<file path="src/rtl/multicycle_control_pkg.sv">
// multicycle_control_pkg
// Shared definitions for the multi-cycle control sequencer: opcode constants,
// ALU function codes, FSM state encoding and an opcode classifier used by the
// DECODE state.
package multicycle_control_pkg;

    // Opcodes (Instr[31:26])
    localparam logic [5:0] OP_RTYPE = 6'b100000;
    localparam logic [5:0] OP_ADDI  = 6'b110000;
    localparam logic [5:0] OP_ANDI  = 6'b110010;
    localparam logic [5:0] OP_ORI   = 6'b110011;
    localparam logic [5:0] OP_LI    = 6'b111000;
    localparam logic [5:0] OP_LUI   = 6'b111001;
    localparam logic [5:0] OP_B     = 6'b111111;
    localparam logic [5:0] OP_BEQ   = 6'b000000;
    localparam logic [5:0] OP_BNE   = 6'b000001;
    localparam logic [5:0] OP_LB    = 6'b000011;
    localparam logic [5:0] OP_LW    = 6'b001111;
    localparam logic [5:0] OP_SB    = 6'b000111;
    localparam logic [5:0] OP_SW    = 6'b011111;

    // ALU function codes
    localparam logic [3:0] ALU_ADD = 4'b0000;
    localparam logic [3:0] ALU_SUB = 4'b0001;
    localparam logic [3:0] ALU_AND = 4'b0010;
    localparam logic [3:0] ALU_OR  = 4'b0011;

    typedef enum logic [3:0] {
        StIfetch,
        StDecode,
        StExAlu,
        StExAddr,
        StMemRd,
        StMemWr,
        StWbAlu,
        StWbMem,
        StBranch
    } state_e;

    typedef enum logic [2:0] {
        ClsAlu,
        ClsLoad,
        ClsStore,
        ClsBranch,
        ClsIllegal
    } op_class_e;

    function automatic op_class_e classify(input logic [5:0] op);
        op_class_e cls;
        case (op)
            OP_RTYPE, OP_ADDI, OP_ANDI, OP_ORI, OP_LI, OP_LUI: cls = ClsAlu;
            OP_LB, OP_LW:                                      cls = ClsLoad;
            OP_SB, OP_SW:                                      cls = ClsStore;
            OP_B, OP_BEQ, OP_BNE:                              cls = ClsBranch;
            default:                                           cls = ClsIllegal;
        endcase
        return cls;
    endfunction

endpackage

</file>
<file path="src/rtl/multicycle_control_retire_counter.sv">
// retire_counter
// Free-running enable counter of completed instructions. Wraps silently from
// all-ones to zero.
// Ports:
//   i_clk   - clock, rising edge
//   i_rst   - asynchronous active-high reset, clears the count
//   i_en    - increment on the next rising edge
//   o_count - current count
module retire_counter #(
    parameter int unsigned RETIRE_W = 32
) (
    input  logic                i_clk,
    input  logic                i_rst,
    input  logic                i_en,
    output logic [RETIRE_W-1:0] o_count
);

    logic [RETIRE_W-1:0] r_count;

    always_ff @(posedge i_clk or posedge i_rst) begin
        if (i_rst) begin
            r_count <= '0;
        end else if (i_en) begin
            r_count <= r_count + RETIRE_W'(1);
        end
    end

    assign o_count = r_count;

endmodule

</file>
<file path="src/rtl/multicycle_control.sv">
// multicycle_control
// Multi-cycle sequencer that steps the datapath through fetch, decode,
// execute, memory and write-back states, one instruction at a time.
// Ports:
//   Clk, Reset    - clock (rising edge), asynchronous active-high reset
//   Instr         - contents of the instruction register (stable after IFETCH)
//   Zero          - ALU zero flag, used combinationally in BRANCH
//   IR_LdEn       - load instruction register (IFETCH)
//   PC_LdEn       - load PC, exactly once per instruction in its final state
//   PC_Sel        - 0: PC+4, 1: branch target
//   RF_WrEn       - register-file write
//   RF_WrData_sel - 0: ALU result, 1: memory data
//   RF_B_sel      - register-file B read port select
//   ALU_Bin_sel   - 0: RF B, 1: immediate
//   ALU_func      - ALU operation
//   Mem_WrEn      - data-memory write
//   Byte_Op       - byte-sized memory access (lb/sb)
//   Illegal       - one-cycle pulse in DECODE for an unknown opcode
//   Retired       - instructions completed since reset
module multicycle_control
    import multicycle_control_pkg::*;
#(
    parameter int unsigned RETIRE_W = 32
) (
    input  logic                Clk,
    input  logic                Reset,
    input  logic [31:0]         Instr,
    input  logic                Zero,
    output logic                IR_LdEn,
    output logic                PC_LdEn,
    output logic                PC_Sel,
    output logic                RF_WrEn,
    output logic                RF_WrData_sel,
    output logic                RF_B_sel,
    output logic                ALU_Bin_sel,
    output logic [3:0]          ALU_func,
    output logic                Mem_WrEn,
    output logic                Byte_Op,
    output logic                Illegal,
    output logic [RETIRE_W-1:0] Retired
);

    state_e    r_state;
    logic [5:0] w_opcode;
    op_class_e w_class;
    logic      w_retire_en;
    logic      unused_instr;

    assign w_opcode     = Instr[31:26];
    assign w_class      = classify(w_opcode);
    assign unused_instr = ^Instr[25:4];

    // FSM
    always_ff @(posedge Clk or posedge Reset) begin
        if (Reset) begin
            r_state <= StIfetch;
        end else begin
            case (r_state)
                StIfetch: r_state <= StDecode;
                StDecode: begin
                    case (w_class)
                        ClsAlu:            r_state <= StExAlu;
                        ClsLoad, ClsStore: r_state <= StExAddr;
                        ClsBranch:         r_state <= StBranch;
                        default:           r_state <= StIfetch;
                    endcase
                end
                StExAlu:  r_state <= StWbAlu;
                StExAddr: r_state <= (w_class == ClsStore) ? StMemWr : StMemRd;
                StMemRd:  r_state <= StWbMem;
                default:  r_state <= StIfetch;
            endcase
        end
    end

    // Retire on the final state of every legal instruction; illegal opcodes
    // leave from DECODE and are never counted.
    assign w_retire_en = !Reset &&
                         (r_state inside {StWbAlu, StWbMem, StMemWr, StBranch});

    retire_counter #(
        .RETIRE_W (RETIRE_W)
    ) u_retire_counter (
        .i_clk   (Clk),
        .i_rst   (Reset),
        .i_en    (w_retire_en),
        .o_count (Retired)
    );

    // Output decode. Everything is forced low while Reset is held so nothing
    // fires during an aborted instruction.
    always_comb begin
        IR_LdEn       = 1'b0;
        PC_LdEn       = 1'b0;
        PC_Sel        = 1'b0;
        RF_WrEn       = 1'b0;
        RF_WrData_sel = 1'b0;
        RF_B_sel      = 1'b0;
        ALU_Bin_sel   = 1'b0;
        ALU_func      = ALU_ADD;
        Mem_WrEn      = 1'b0;
        Byte_Op       = 1'b0;
        Illegal       = 1'b0;
        if (!Reset) begin
            case (r_state)
                StIfetch: IR_LdEn = 1'b1;
                StDecode: begin
                    if (w_class == ClsIllegal) begin
                        Illegal = 1'b1;
                        PC_LdEn = 1'b1;
                    end
                end
                StExAlu: begin
                    case (w_opcode)
                        OP_RTYPE: begin
                            ALU_func    = Instr[3:0];
                            ALU_Bin_sel = 1'b0;
                        end
                        OP_ANDI: begin
                            ALU_func    = ALU_AND;
                            ALU_Bin_sel = 1'b1;
                        end
                        OP_ORI: begin
                            ALU_func    = ALU_OR;
                            ALU_Bin_sel = 1'b1;
                        end
                        default: begin
                            ALU_func    = ALU_ADD;
                            ALU_Bin_sel = 1'b1;
                        end
                    endcase
                end
                StWbAlu: begin
                    RF_WrEn = 1'b1;
                    PC_LdEn = 1'b1;
                end
                StExAddr: begin
                    ALU_func    = ALU_ADD;
                    ALU_Bin_sel = 1'b1;
                    RF_B_sel    = 1'b1;
                end
                StMemRd: Byte_Op = (w_opcode == OP_LB);
                StWbMem: begin
                    RF_WrEn       = 1'b1;
                    RF_WrData_sel = 1'b1;
                    Byte_Op       = (w_opcode == OP_LB);
                    PC_LdEn       = 1'b1;
                end
                StMemWr: begin
                    Mem_WrEn = 1'b1;
                    RF_B_sel = 1'b1;
                    Byte_Op  = (w_opcode == OP_SB);
                    PC_LdEn  = 1'b1;
                end
                StBranch: begin
                    ALU_func = ALU_SUB;
                    RF_B_sel = 1'b1;
                    PC_LdEn  = 1'b1;
                    case (w_opcode)
                        OP_B:    PC_Sel = 1'b1;
                        OP_BEQ:  PC_Sel = Zero;
                        default: PC_Sel = !Zero;
                    endcase
                end
                default: ;
            endcase
        end
    end

endmodule

</file>
<file path="config.mk">
export PLATFORM = sky130hd
export DESIGN_NAME = multicycle_control
export DESIGN_NICKNAME = d
export VERILOG_FILES = /design/src/rtl/multicycle_control_pkg.sv /design/src/rtl/multicycle_control_retire_counter.sv /design/src/rtl/multicycle_control.sv
export SDC_FILE = /design/constraint.sdc
export NUM_CORES = 1
export LEC_CHECK = 0
export ABC_AREA = 1
export CAP_MARGIN = 10
export CORE_MARGIN = 8
export CORE_UTILIZATION = 45
export DETAILED_ROUTE_END_ITERATION = 8
export PLACE_DENSITY_LB_ADDON = 0.15
export SYNTH_ARGS = -nofsm -noshare
export SYNTH_HDL_FRONTEND = slang
export SYNTH_SLANG_ARGS = --single-unit
export TNS_END_PERCENT = 50
</file>
<file path="constraint.sdc">
create_clock -name Clk -period 4.7 [get_ports Clk]
set_input_delay 0.94 -clock Clk [delete_from_list [all_inputs] [get_ports Clk]]
set_output_delay 0.94 -clock Clk [all_outputs]
set_load 0.02 [all_outputs]
</file>
---- Word level (Yosys, flattened, before mapping) ----
Memory sizes are Yosys's and may differ from the RTL's.
Cells that the tools add are included.
word-level totals
  bits in read-only memories .............. 192
  register bits after elaboration ......... 36
  output and inout bits ................... 46
  memories kept ........................... 1
  input port bits ......................... 35
  logic and storage cells ................. 63
memories
  memory            words  width  read ports  clocked after memory_dff  wr ports  line                          RTL
  (name not given)  64     3      1           0                         0         multicycle_control_pkg.sv:50  case (op)
operators by class
  equality and inequality tests ........... 18
  reduce and logical (&&, ||, !) cells .... 12
  muxes and demuxes ....................... 29
  add/sub/neg operators ................... 1
operators by type and width
  cell                   number
  $add 32x1->32 const B  1
  $eq 6x6->1 const B     4
  $pmux 4 s3             2
  $mux 1                 20
  $pmux 4 s5             1
  $eq 4x3->1 const B     4
  $eq 4x2->1 const B     2
  $pmux 1 s2             4
  $pmux 4 s2             1
  $eq 3x2->1 const B     2
  $eq 6x2->1 const B     1
  $eq 6x3->1 const B     1
  $logic_not 6->1        1
  $reduce_or 2->1        3
  $eq 4x1->1 const B     1
  $eq 4x4->1 const B     1
  $logic_not 4->1        1
  $mux 4                 1
  $reduce_bool 4->1      1
  $reduce_or 4->1        1
  $eq 3x1->1 const B     1
  $eq 3x3->1 const B     1
  $logic_not 3->1        1
  $reduce_or 3->1        1
  other kinds (2)        3

---- Longest topological paths before layout ----
An unclocked memory read counts as a cell.
  word-level depth ........................ 5
  mapped depth ............................ 10
  gate-level depth less buffers ........... 10

---- Cells and area by module ----
From an unflattened synthesis, not the netlist that was laid out.
unflattened totals
  cells, all modules ...................... 328
  area, all modules ....................... 2397.3 µm²
by module, submodules not included
  module              times used  cells an instance  area an instance (µm²)  seq. area each (µm²)
  retire_counter      1           207                1730.4                  800.8
  multicycle_control  1           121                666.9                   100.1

---- Worst setup path after synthesis ----
OpenSTA, ideal clock, no wires.
  kind .................................... input to output
  start point ............................. input port Reset
  end point ............................... output port PC_LdEn
  cell stages on the path ................. 6
  buffers on the path ..................... 1
  arrival ................................. 2.303 ns
  path slack .............................. 1.457 ns
  data required time ...................... 3.760 ns
  cell sequence ........................... inv_2 nand4_2 nand3_4 inv_2 buf_4 o21ai_0
between the ends
  cells in the longest elaborated chain, start to end .. 1
ends and longest elaborated chain
  item                line                       RTL
  start: declaration  multicycle_control.sv:26   input logic Reset,
  $mux 1              multicycle_control.sv:104  if (!Reset) begin
  end: declaration    multicycle_control.sv:30   output logic PC_LdEn,
No other way between the ends.

---- Final worst setup path ----
  start point ............................. input port Instr[29]
  end point ............................... output port ALU_func[0]
between the ends
  cells in the longest elaborated chain, start to end .. 4
  elaborated cells on any way between the ends .. 6
  classes of those cells .................. 3 x eq/ne; 3 x mux
ends and longest elaborated chain
  item                line                       RTL
  start: declaration  multicycle_control.sv:27   input logic [31:0] Instr,
  $eq 6x6->1          multicycle_control.sv:114  case (w_opcode)
  $pmux 4 s3 (*)      multicycle_control.sv:114
  $pmux 4 s2 (*)      multicycle_control.sv:105  case (r_state)
  $mux 4 (*)          multicycle_control.sv:104
  end: declaration    multicycle_control.sv:36   output logic [3:0] ALU_func,
Every way passes the cells marked *; elsewhere a longest branch is shown, timed or not.

==> impl_metrics.yaml <==
clocking:
  cts_buffers: 5
  cts_max_path_buffers: 2
  cts_sinks: 36
  cts_max_level: 2
  cts_tree: "built"
  cts-root-buf: "clkbuf_8"
  insertion_delay_ps: 290
  hold_buffers: 0
  clk_pin_slew_ps: 80
  postCtsResizedCells: 0
  postCtsSetupRepairBufs: 0
grt:
  gr-total-overflow: 0
  grt_pass1_vias: 2704
  antenna_found_initial: 0
  grt_util_all_layers: 0.176
  grt_max_degree: 35
  grt_pass1_wl_um: 12500
routing:
  postRouteAntennaNets: 0
  routed_wl_um: 6940
  vias: 2756
  drt-wirelength-per-cell_um: 12.5
  drt_iter0_drc: 150
  drc: 0
  routed_via_density: 4.95
  drt_pass1_iterations: 4
timing:
  relSlewSlack: 0.751
  worstMarginPinSlew_ps: 370
  tns_ps: 0
  slew_violations: 0
  setup_viol: 0
  rsz0062_at_grt: "false"
  hold_slack_ps: 525
  clock_skew_ps: 5.23
  period_share: 0.849
  max_freq_mhz: 251
  post-route-min-period_ps: 3990
  hold_violations: 0
worst_setup_path:
  startpoint: "Instr[29]"
  rr_startpoint: "r_state[0]"
  arrival_ps: 3050
  r2r-end: "u_retire_counter.o_count[22]"
  crit_path_start_kind: "input pin"
  crit_required_ps: 3760
  worstPathMaxFanout: 6
  critPathCaptureType: "output port"
  crit_chain: "clkdlybuf4s50_1, nor2_4, nand3_1, nor3_1, nand2_1, nand2_1, nand2_1, nand2_1, clkdlybuf4s50_1"
  crit_type: "input pin to output port"
  worst_path_most_repeated_cell: "nand2_1"
  cp_slowest_cell: "clkdlybuf4s50_1"
  reg2reg_depth: 7
  critPathMaxStageDelay_ps: 610
  reg2reg_slack_ps: 2850
cells_and_area:
  syn_to_final_growth_pct: 31.6
  n_fill_cell: 539
  drive_above_1_share: 0.0495
  multiInputGateArea_um2: 1510
  antenna_cells: 0
  seq_area_um2: 901
  layout.nets: 520
min_path:
  hold_class: "flop to flop"
  min_path_cells: 1
  holdCritStartpoint: "u_retire_counter.o_count[14]"
  hold_path_end: "u_retire_counter.o_count[14]"
floorplanning:
  ios: 81
  num_rows: 27
  die_w_um: 92.0
  fp.coreArea_um2: 5540
  fp.dieH_um: 92.0
  die-area_um2: 8460
  start_util: 0.469
yosys:
  synth_seq_cells: 36
  yosysMostFrequentCell: "nand2_1"
  synth_nets: 456
  muxShareOfSynthArea: 0
  synth_common_cells: "nand2_1 (191), nor2_1 (72), inv_1 (39)"
  synthXorXnorAreaFrac: 0.0506
  synth_area_um2: 2600
  yosys-top-cells-area: "dfrtp_1 (35%), nand2_1 (28%), nor2_1 (10%)"
  synth_edf_count: 0
  synth_compound_gate_area_share: 0.0323
  yosys.area_share.simple: 0.493
  yosysSeqAreaShare: 0.347
  yosys_warnings: 0
  synth_top_area_frac: 0.347
  async_flop_share: 1.00
  synthAdderAreaFrac: 0.00482
  syn_avg_cell_area_um2: 6.18
  synth_largest_area_cell: "dfrtp_1"
  synth_top_family_by_area: "simple AND/OR/NAND/NOR gates"
  syn_inst: 420
  synth_cell_types: 27
  ys.flop_type: "dfrtp_1"
power_and_ir_drop:
  total_power_mw: 1.13
  leakage_nw: 1.59
  p_per_area_nw_per_um2: 331
  ir_drop_v: 0.000169
placement:
  portBuffers: 58
  place_hpwl_um: 5590
  globalplace.congestion: 0.846
outcome:
  outcome: "finished, final reports clean"
flow_run:
  maxCapViolations: 0
layout make-up:
type,count,share of cell area
Multi-Input combinational cell,338,0.441
Sequential cell,36,0.264
Timing Repair Buffer,61,0.176
Inverter,42,0.0461
Clock inverter,3,0.0264
Tap cell,72,0.0264
Clock buffer,5,0.0201
metrics by stage:
stage	cells	util	setup WS (ps)	instance area, um^2
after floorplan	420	-	1460	2600
after global placement	549	0.588	714	3260
after detailed placement	549	0.588	717	3260
after CTS	557	0.617	703	3420
after global routing	557	0.617	534	3420
final	557	0.617	711	3420
flip-flops by register name, summed over array words and instances (netlist names):
name                      cells
r_state                       4
u_retire_counter.o_count     32
cell families after synthesis:
logic type	after synthesis
XOR/XNOR	15
AND/OR/NAND/NOR	307
adder cells (fa/ha/maj)	1
AO/OA/AOI/OAI	15
buffers and inverters	46
flip-flops	36
how the worst max path moves through the flow:
stage / end / slack [ps] / cells past startpoint
after floorplan: PC_LdEn / 1460 / 6
after global placement: ALU_func[0] / 710 / 9
after detailed placement: ALU_func[0] / 720 / 9
after global routing: ALU_func[0] / 530 / 9
after CTS: ALU_func[0] / 700 / 9
final: ALU_func[0] / 710 / 9
placed cells by master (no fill, tap or decap):
cell type and count:
xnor2_1 9, inv_2 3, a211oi_1 2, nor2_4 1
nand3_1 15, nor2_2 4, nor2_1 72, clkbuf_8 5
nor3_1 3, a31oi_1 1, ha_1 1, nand3_4 1
a21oi_1 3, nand3_2 1, xor2_1 6, clkdlybuf4s50_1 58
nand2_1 191, nand2_2 2, dfrtp_1 36, inv_1 39
bufinv_16 3, nand3b_1 11, nand4_1 4, buf_4 3
o21a_1 1, nor4_1 1, o21ai_0 8, nand4_2 1
per-layer routing:
| metal | routed length (um) | GRT usage | share of wire |
|---|---|---|---|
| met5 | 0 | 0 | 0 |
| met4 | 55 | 0.0456 | 0.0079 |
| met3 | 461 | 0.0456 | 0.066 |
| met2 | 3090 | 0.285 | 0.45 |
| met1 | 3330 | 0.228 | 0.48 |
critical path, delay by kind of cell:
family / cells / cell delay (ps)
buffers and inverters: 2 / 1160
AND/OR/NAND/NOR: 7 / 960
where the power goes:
group / internal (mW) / switching, mW
registers: 0.345 / 0.0471
logic: 0.135 / 0.218
clock network: 0.266 / 0.119
Note: power is estimated with default switching activity, not from simulation.
